**src/rtl/axis_video_monitor.sv**
```systemverilog
// AXI4-Stream video sink: generates tready back-pressure, checks SOF/EOL framing
// against an X_SIZE x Y_SIZE geometry, counts errors and sums each frame's data.
module axis_video_monitor #(
  parameter int          X_SIZE   = 480,
  parameter int          Y_SIZE   = 480,
  parameter int          TIMEOUT  = 1000,
  parameter logic [32:0] RND_SEED = 33'd1246504138,
  parameter int          ERR_W    = 16,
  parameter int          FRM_W    = 16
) (
  input  logic                        clk,
  input  logic                        axi_resetn,
  input  logic [1:0]                  mode,
  input  logic                        clear_errors,
  input  logic [31:0]                 tdata,
  input  logic                        tvalid,
  input  logic                        tuser,
  input  logic                        tlast,
  output logic                        tready,
  output logic [$clog2(X_SIZE)-1:0]   x_pos,
  output logic [$clog2(Y_SIZE)-1:0]   y_pos,
  output logic [FRM_W-1:0]            frame_count,
  output logic                        frame_done,
  output logic [31:0]                 frame_checksum,
  output logic [ERR_W-1:0]            err_sof_missing,
  output logic [ERR_W-1:0]            err_sof_unexpected,
  output logic [ERR_W-1:0]            err_eol_missing,
  output logic [ERR_W-1:0]            err_eol_unexpected,
  output logic [ERR_W-1:0]            err_timeout,
  output logic                        err_any
);

  localparam int XW = $clog2(X_SIZE);
  localparam int YW = $clog2(Y_SIZE);
  localparam int IW = $clog2(TIMEOUT + 1);
  localparam logic [XW-1:0] X_LAST = XW'(X_SIZE - 1);
  localparam logic [YW-1:0] Y_LAST = YW'(Y_SIZE - 1);
  localparam logic [IW-1:0] I_LAST = IW'(TIMEOUT - 1);

  localparam int E_SOF_MISS  = 0;
  localparam int E_SOF_UNEXP = 1;
  localparam int E_EOL_MISS  = 2;
  localparam int E_EOL_UNEXP = 3;
  localparam int E_TIMEOUT   = 4;

  logic [32:0]      prbs_q, prbs_d;
  logic             tready_q, tready_d;
  logic [XW-1:0]    x_q, x_d, x_eff;
  logic [YW-1:0]    y_q, y_d, y_eff;
  logic [FRM_W-1:0] frame_count_q, frame_count_d;
  logic [31:0]      acc_q, acc_d, acc_eff, acc_sum;
  logic [31:0]      checksum_q, checksum_d;
  logic             frame_done_q, frame_done_d;
  logic             frame_bad_q, frame_bad_d;
  logic [IW-1:0]    idle_q, idle_d;
  logic [ERR_W-1:0] err_q [5];
  logic [ERR_W-1:0] err_d [5];
  logic             err_any_q, err_any_d;

  logic       beat;
  logic       line_end;
  logic       eol_ok;
  logic       origin;
  logic       prev_bad;
  logic       beat_err;
  logic [4:0] ev;

  // Handshake: a beat is tvalid && tready on a rising edge; tdata/tuser/tlast
  // are ignored otherwise. tready is registered and never depends on tvalid combinationally.
  always_comb begin
    prbs_d = {prbs_q[31:0], prbs_q[32] ^ ~prbs_q[19]};
    case (mode)
      2'd0:    tready_d = 1'b1;
      2'd1:    tready_d = prbs_q[32];
      2'd2:    tready_d = tvalid && !tready_q;
      default: tready_d = 1'b0;
    endcase

    beat          = tvalid && tready_q;
    ev            = '0;
    x_d           = x_q;
    y_d           = y_q;
    acc_d         = acc_q;
    frame_count_d = frame_count_q;
    frame_done_d  = 1'b0;
    checksum_d    = checksum_q;
    frame_bad_d   = frame_bad_q;
    x_eff         = x_q;
    y_eff         = y_q;
    acc_eff       = acc_q;
    acc_sum       = '0;
    line_end      = 1'b0;
    eol_ok        = 1'b0;
    origin        = 1'b0;
    prev_bad      = 1'b0;
    beat_err      = 1'b0;

    if (beat) begin
      if (x_q == '0 && y_q == '0) begin
        if (tuser) frame_count_d = frame_count_q + FRM_W'(1);
        else       ev[E_SOF_MISS] = 1'b1;
      end else if (tuser) begin
        // Resync: this beat becomes word 0 of line 0 of a new frame.
        ev[E_SOF_UNEXP] = 1'b1;
        frame_count_d   = frame_count_q + FRM_W'(1);
        x_eff           = '0;
        y_eff           = '0;
        acc_eff         = '0;
      end

      acc_sum = acc_eff + tdata;
      origin  = (x_eff == '0) && (y_eff == '0);

      if (x_eff == X_LAST) begin
        line_end = 1'b1;
        eol_ok   = tlast;
        if (!tlast) ev[E_EOL_MISS] = 1'b1;
      end else if (tlast) begin
        line_end        = 1'b1;
        ev[E_EOL_UNEXP] = 1'b1;
      end

      beat_err    = |ev[3:0];
      prev_bad    = origin ? 1'b0 : frame_bad_q;
      x_d         = line_end ? '0 : x_eff + XW'(1);
      y_d         = y_eff;
      acc_d       = acc_sum;
      frame_bad_d = prev_bad | beat_err;

      if (line_end) begin
        if (y_eff == Y_LAST) begin
          y_d         = '0;
          acc_d       = '0;
          frame_bad_d = 1'b0;
          // Only a frame with no framing error on any of its beats completes.
          if (eol_ok && !beat_err && !prev_bad) begin
            frame_done_d = 1'b1;
            checksum_d   = acc_sum;
          end
        end else begin
          y_d = y_eff + YW'(1);
        end
      end
    end

    if (tvalid) begin
      idle_d = '0;
    end else if (idle_q == I_LAST) begin
      idle_d        = '0;
      ev[E_TIMEOUT] = 1'b1;
    end else begin
      idle_d = idle_q + IW'(1);
    end

    for (int i = 0; i < 5; i++) begin
      if (clear_errors)                    err_d[i] = '0;
      else if (ev[i] && (err_q[i] != '1))  err_d[i] = err_q[i] + ERR_W'(1);
      else                                 err_d[i] = err_q[i];
    end
    err_any_d = clear_errors ? 1'b0 : (err_any_q | (|ev));
  end

  always_ff @(posedge clk) begin
    if (!axi_resetn) begin
      prbs_q        <= RND_SEED;
      tready_q      <= 1'b0;
      x_q           <= '0;
      y_q           <= '0;
      frame_count_q <= '0;
      acc_q         <= '0;
      checksum_q    <= '0;
      frame_done_q  <= 1'b0;
      frame_bad_q   <= 1'b0;
      idle_q        <= '0;
      err_any_q     <= 1'b0;
      for (int i = 0; i < 5; i++) err_q[i] <= '0;
    end else begin
      prbs_q        <= prbs_d;
      tready_q      <= tready_d;
      x_q           <= x_d;
      y_q           <= y_d;
      frame_count_q <= frame_count_d;
      acc_q         <= acc_d;
      checksum_q    <= checksum_d;
      frame_done_q  <= frame_done_d;
      frame_bad_q   <= frame_bad_d;
      idle_q        <= idle_d;
      err_any_q     <= err_any_d;
      for (int i = 0; i < 5; i++) err_q[i] <= err_d[i];
    end
  end

  assign tready             = tready_q;
  assign x_pos              = x_q;
  assign y_pos              = y_q;
  assign frame_count        = frame_count_q;
  assign frame_done         = frame_done_q;
  assign frame_checksum     = checksum_q;
  assign err_sof_missing    = err_q[E_SOF_MISS];
  assign err_sof_unexpected = err_q[E_SOF_UNEXP];
  assign err_eol_missing    = err_q[E_EOL_MISS];
  assign err_eol_unexpected = err_q[E_EOL_UNEXP];
  assign err_timeout        = err_q[E_TIMEOUT];
  assign err_any            = err_any_q;

endmodule

```
**config.mk**
```make
export PLATFORM = sky130hd
export DESIGN_NAME = axis_video_monitor
export DESIGN_NICKNAME = d
export VERILOG_FILES = /design/src/rtl/axis_video_monitor.sv
export SDC_FILE = /design/constraint.sdc
export NUM_CORES = 1
export LEC_CHECK = 0
export BUFFER_PORTS_ARGS = -buffer_cell sky130_fd_sc_hd__buf_4
export CAP_MARGIN = 20
export CORE_MARGIN = 4
export CORE_UTILIZATION = 50
export DETAILED_ROUTE_END_ITERATION = 10
export PLACE_DENSITY = 0.79
export REMOVE_ABC_BUFFERS = 1
export SYNTH_ARGS = -nofsm -noshare
export SYNTH_HDL_FRONTEND = slang
export SYNTH_SLANG_ARGS = --single-unit
```
**constraint.sdc**
```tcl
create_clock -name clk -period 4.8 [get_ports clk]
set_clock_uncertainty 0.1 [all_clocks]
set_input_delay 0.72 -clock clk [delete_from_list [all_inputs] [get_ports clk]]
set_output_delay 0.72 -clock clk [all_outputs]
set_load 0.02 [all_outputs]
```
==> impl_metrics.env <==
export IMPL_first_pass_iters=5
export IMPL_numCtsBuffers=25
export IMPL_maxCapViolCount=0
export IMPL_gp_congestion=0.9010
export IMPL_fin_cells=1791
export IMPL_pre_cts_ws_ps=462.0
export IMPL_startpoint_type="register"
export IMPL_peakVddDrop_mv=0.2512
export IMPL_antenna_found_initial=0
export IMPL_crit_arrival_ps=4630
export IMPL_wirelength_mm=27.31
export IMPL_crit_family="compound AO/OA/AOI/OAI gates"
export IMPL_fmax_mhz=234.1
export IMPL_worst_slack_ps=528.8
export IMPL_vias=9750
export IMPL_swShare=0.2328
export IMPL_hold_viol=0
export IMPL_worstReg2RegStart="x_pos[4]"
export IMPL_yosys_top_cells_area="dfxtp_1, nor2_1, ha_1"
export IMPL_vias_per_cell=5.444
export IMPL_ys_types=67
export IMPL_setup_worst_path_end="frame_checksum[24]"
export IMPL_period_needed_ps=4271
export IMPL_synthArstFlopShare=0
export IMPL_seq_power_share=0.456
export IMPL_r2r_slack_ps=530
export IMPL_crit_path_start="x_pos[4]"
export IMPL_totalPowerFinal_uw=4186
export IMPL_tightest_slew_ps=837.5
export IMPL_final_common_cell="dfxtp_1"
export IMPL_comb_power_share=0.073
export IMPL_cts_tree="yes"
export IMPL_criticalPathCategory="register to register"
export IMPL_hpwl_mm=19.82
export IMPL_core_area_sq_mm=0.02122
export IMPL_end_kind="register"
export IMPL_rsz0062_at_grt="false"
export IMPL_die_area_sq_mm=0.02423
export IMPL_path_depth=15
export IMPL_status="finished clean"
export IMPL_die_h_um=155.7
export IMPL_syn_cell_area_sq_mm=0.01090
export IMPL_slew_viol_final=0
export IMPL_cpMostUsedCell="o21ai_0"
export IMPL_grt_overflow=0
export IMPL_critical_path_required_ps=5160
export IMPL_yosysWarnings=0
export IMPL_portBuffers=188
export IMPL_postCtsHoldBufs=0
export IMPL_htree_levels=1
export IMPL_grt_pass1_vias=9282
export IMPL_final_nets=1586
export IMPL_cts_root_buf="clkbuf_16"
export IMPL_drc=0
export IMPL_fp_dieW_um=155.7
export IMPL_yosys_area_top_type="dfxtp_1"
export IMPL_initial_core_util=0.5139
export IMPL_critical_path_max_stage_delay_ps=520
export IMPL_drive_gt1_frac=0.1761
export IMPL_cp_slowest_cell="or4_1"
export IMPL_synth_top_area_frac=0.4131
export IMPL_grt_pass1_wl_mm=44.96
export IMPL_p_sw_uw=974.8
export IMPL_fp_row_count=53
export IMPL_crit_chain="nor4_1 > nand4_1 > o21ai_2 > and2_1 > ha_1 > inv_1 > fa_1 > nor2b_1 > o2111ai_1 > a31oi_1 > o21ai_0 > o21ai_0 > a41oi_1 > or4_1 > nand3_1"
export IMPL_r2r_end="frame_checksum[24]"
export IMPL_synth_edf_count=0
export IMPL_cts_resized_gates=0
export IMPL_syn_to_final_growth_pct=23.18
export IMPL_tns_ps=0
export IMPL_clk_latency_ps=520
export IMPL_synth_avg_cell_area_sq_um=8.255
export IMPL_ant_nets=0
export IMPL_cts_setup_buffers=0
export IMPL_power_density_mw_per_mm2=311.7
export IMPL_setup_viol=0
export IMPL_clk_pin_slew_ps=60
export IMPL_hold_ws_ps=305.3
export IMPL_layout_common_cells="dfxtp_1, buf_4, nor2_1"
export IMPL_intPower_uw=3212
export IMPL_crit_path_max_fanout=7
export IMPL_r2r_cells=15
export IMPL_ys_seq_area_frac=0.4131
export IMPL_cts_buffer_depth=3
export IMPL_grtUsageTotal=0.2181
export IMPL_synth_main_ff_cell="dfxtp_1"
export IMPL_io_pins=189
export IMPL_clock_sinks=225
export IMPL_fin_crit_sh=0.8898
export IMPL_ys_seq_elements=225
export IMPL_drt_iter0_markers=582
export IMPL_n_antenna_cell=0
export IMPL_routedWlPerCell_um=15.25
export IMPL_placed_cells=1744
export IMPL_p_leak_uw=0.005431
export IMPL_clock_power_share=0.471
export IMPL_grt_max_degree=60
export IMPL_synthCells=1321
export IMPL_hold_class="register to register"
export IMPL_critPathBufInv=1
export IMPL_maxSlewHeadroom=0.4416
[kinds of logic (layout without fill, tap and decap cells)]
family	count (synthesis)	in the layout	synth area share
adder cells (fa/ha/maj)	49	49	0.05691
XOR/XNOR	101	101	0.08112
AO/OA/AOI/OAI	252	252	0.1429
multiplexers	7	7	0.006426
flip-flops	225	225	0.4131
buffers and inverters	91	286	0.03190
AND/OR/NAND/NOR	596	596	0.2677
[power groups by stage]
stage	Combinational [uW]	Sequential, uW	Clock, uW
finish	306	1910	1970
global route	339	1910	2100
CTS	303	1910	2010
detailed placement	300	1950	0
global placement	296	1950	0
floorplan	195	1950	0
[Yosys cell counts (10+ instances only)]
cell / instances
o21ai_0: 73
and2_1: 59
a21o_1: 14
ha_1: 48
xor2_1: 59
a21oi_1: 84
nor2b_1: 10
nand2_1: 152
nor3_1: 18
clkbuf_1: 43
o21a_1: 10
nand2b_1: 18
or3_1: 33
dfxtp_1: 225
inv_1: 39
nand4_1: 33
nand3_1: 49
nor2_1: 163
nor4_1: 12
and3_1: 17
xnor2_1: 42
[sequential cells by signal (all words and copies together), names as in the netlist, 9 cells and up]
signal	flops
err_q	80
prbs_q	33
acc_q	32
frame_checksum	32
frame_count	16
idle_q	10
x_pos	9
y_pos	9
[routing by layer]
metal	up-vias	wire length [um]	global-route usage
li1	4923	-	-
met4	0	637	0.06128
met5	-	0	0
met1	4498	12150	0.2900
met3	48	2016	0.03773
met2	281	12500	0.3672
[worst min-delay path by stage]
stage                          start    endpoint  slack (ps)  cells past startpoint
after floorplan            prbs_q[9]  prbs_q[10]         290                      1
after global placement     prbs_q[6]   prbs_q[7]         290                      1
after detailed placement  prbs_q[26]  prbs_q[27]         290                      1
after CTS                  prbs_q[0]   prbs_q[1]         310                      1
after global routing       prbs_q[0]   prbs_q[1]         330                      1
final                      prbs_q[0]   prbs_q[1]         310                      1
[layout make-up]
type / count / area (sq um)
fillers: 1859 / 7789
multi-input cells: 1005 / 6058
flip-flops and latches: 225 / 4504
repair buffers: 200 / 1505
clock buffers: 36 / 747.0
well taps: 275 / 344.1
inverters: 40 / 150.1
clock inverters: 10 / 122.6
[per-stage QoR]
stage,utilization,cell area [sq um]
floorplan,-,10710
global placement,0.5915,12550
detailed placement,0.5915,12550
CTS,0.6324,13420
global route,0.6330,13430
finish,0.6330,13430
Note: power is estimated with default switching activity, not from simulation.
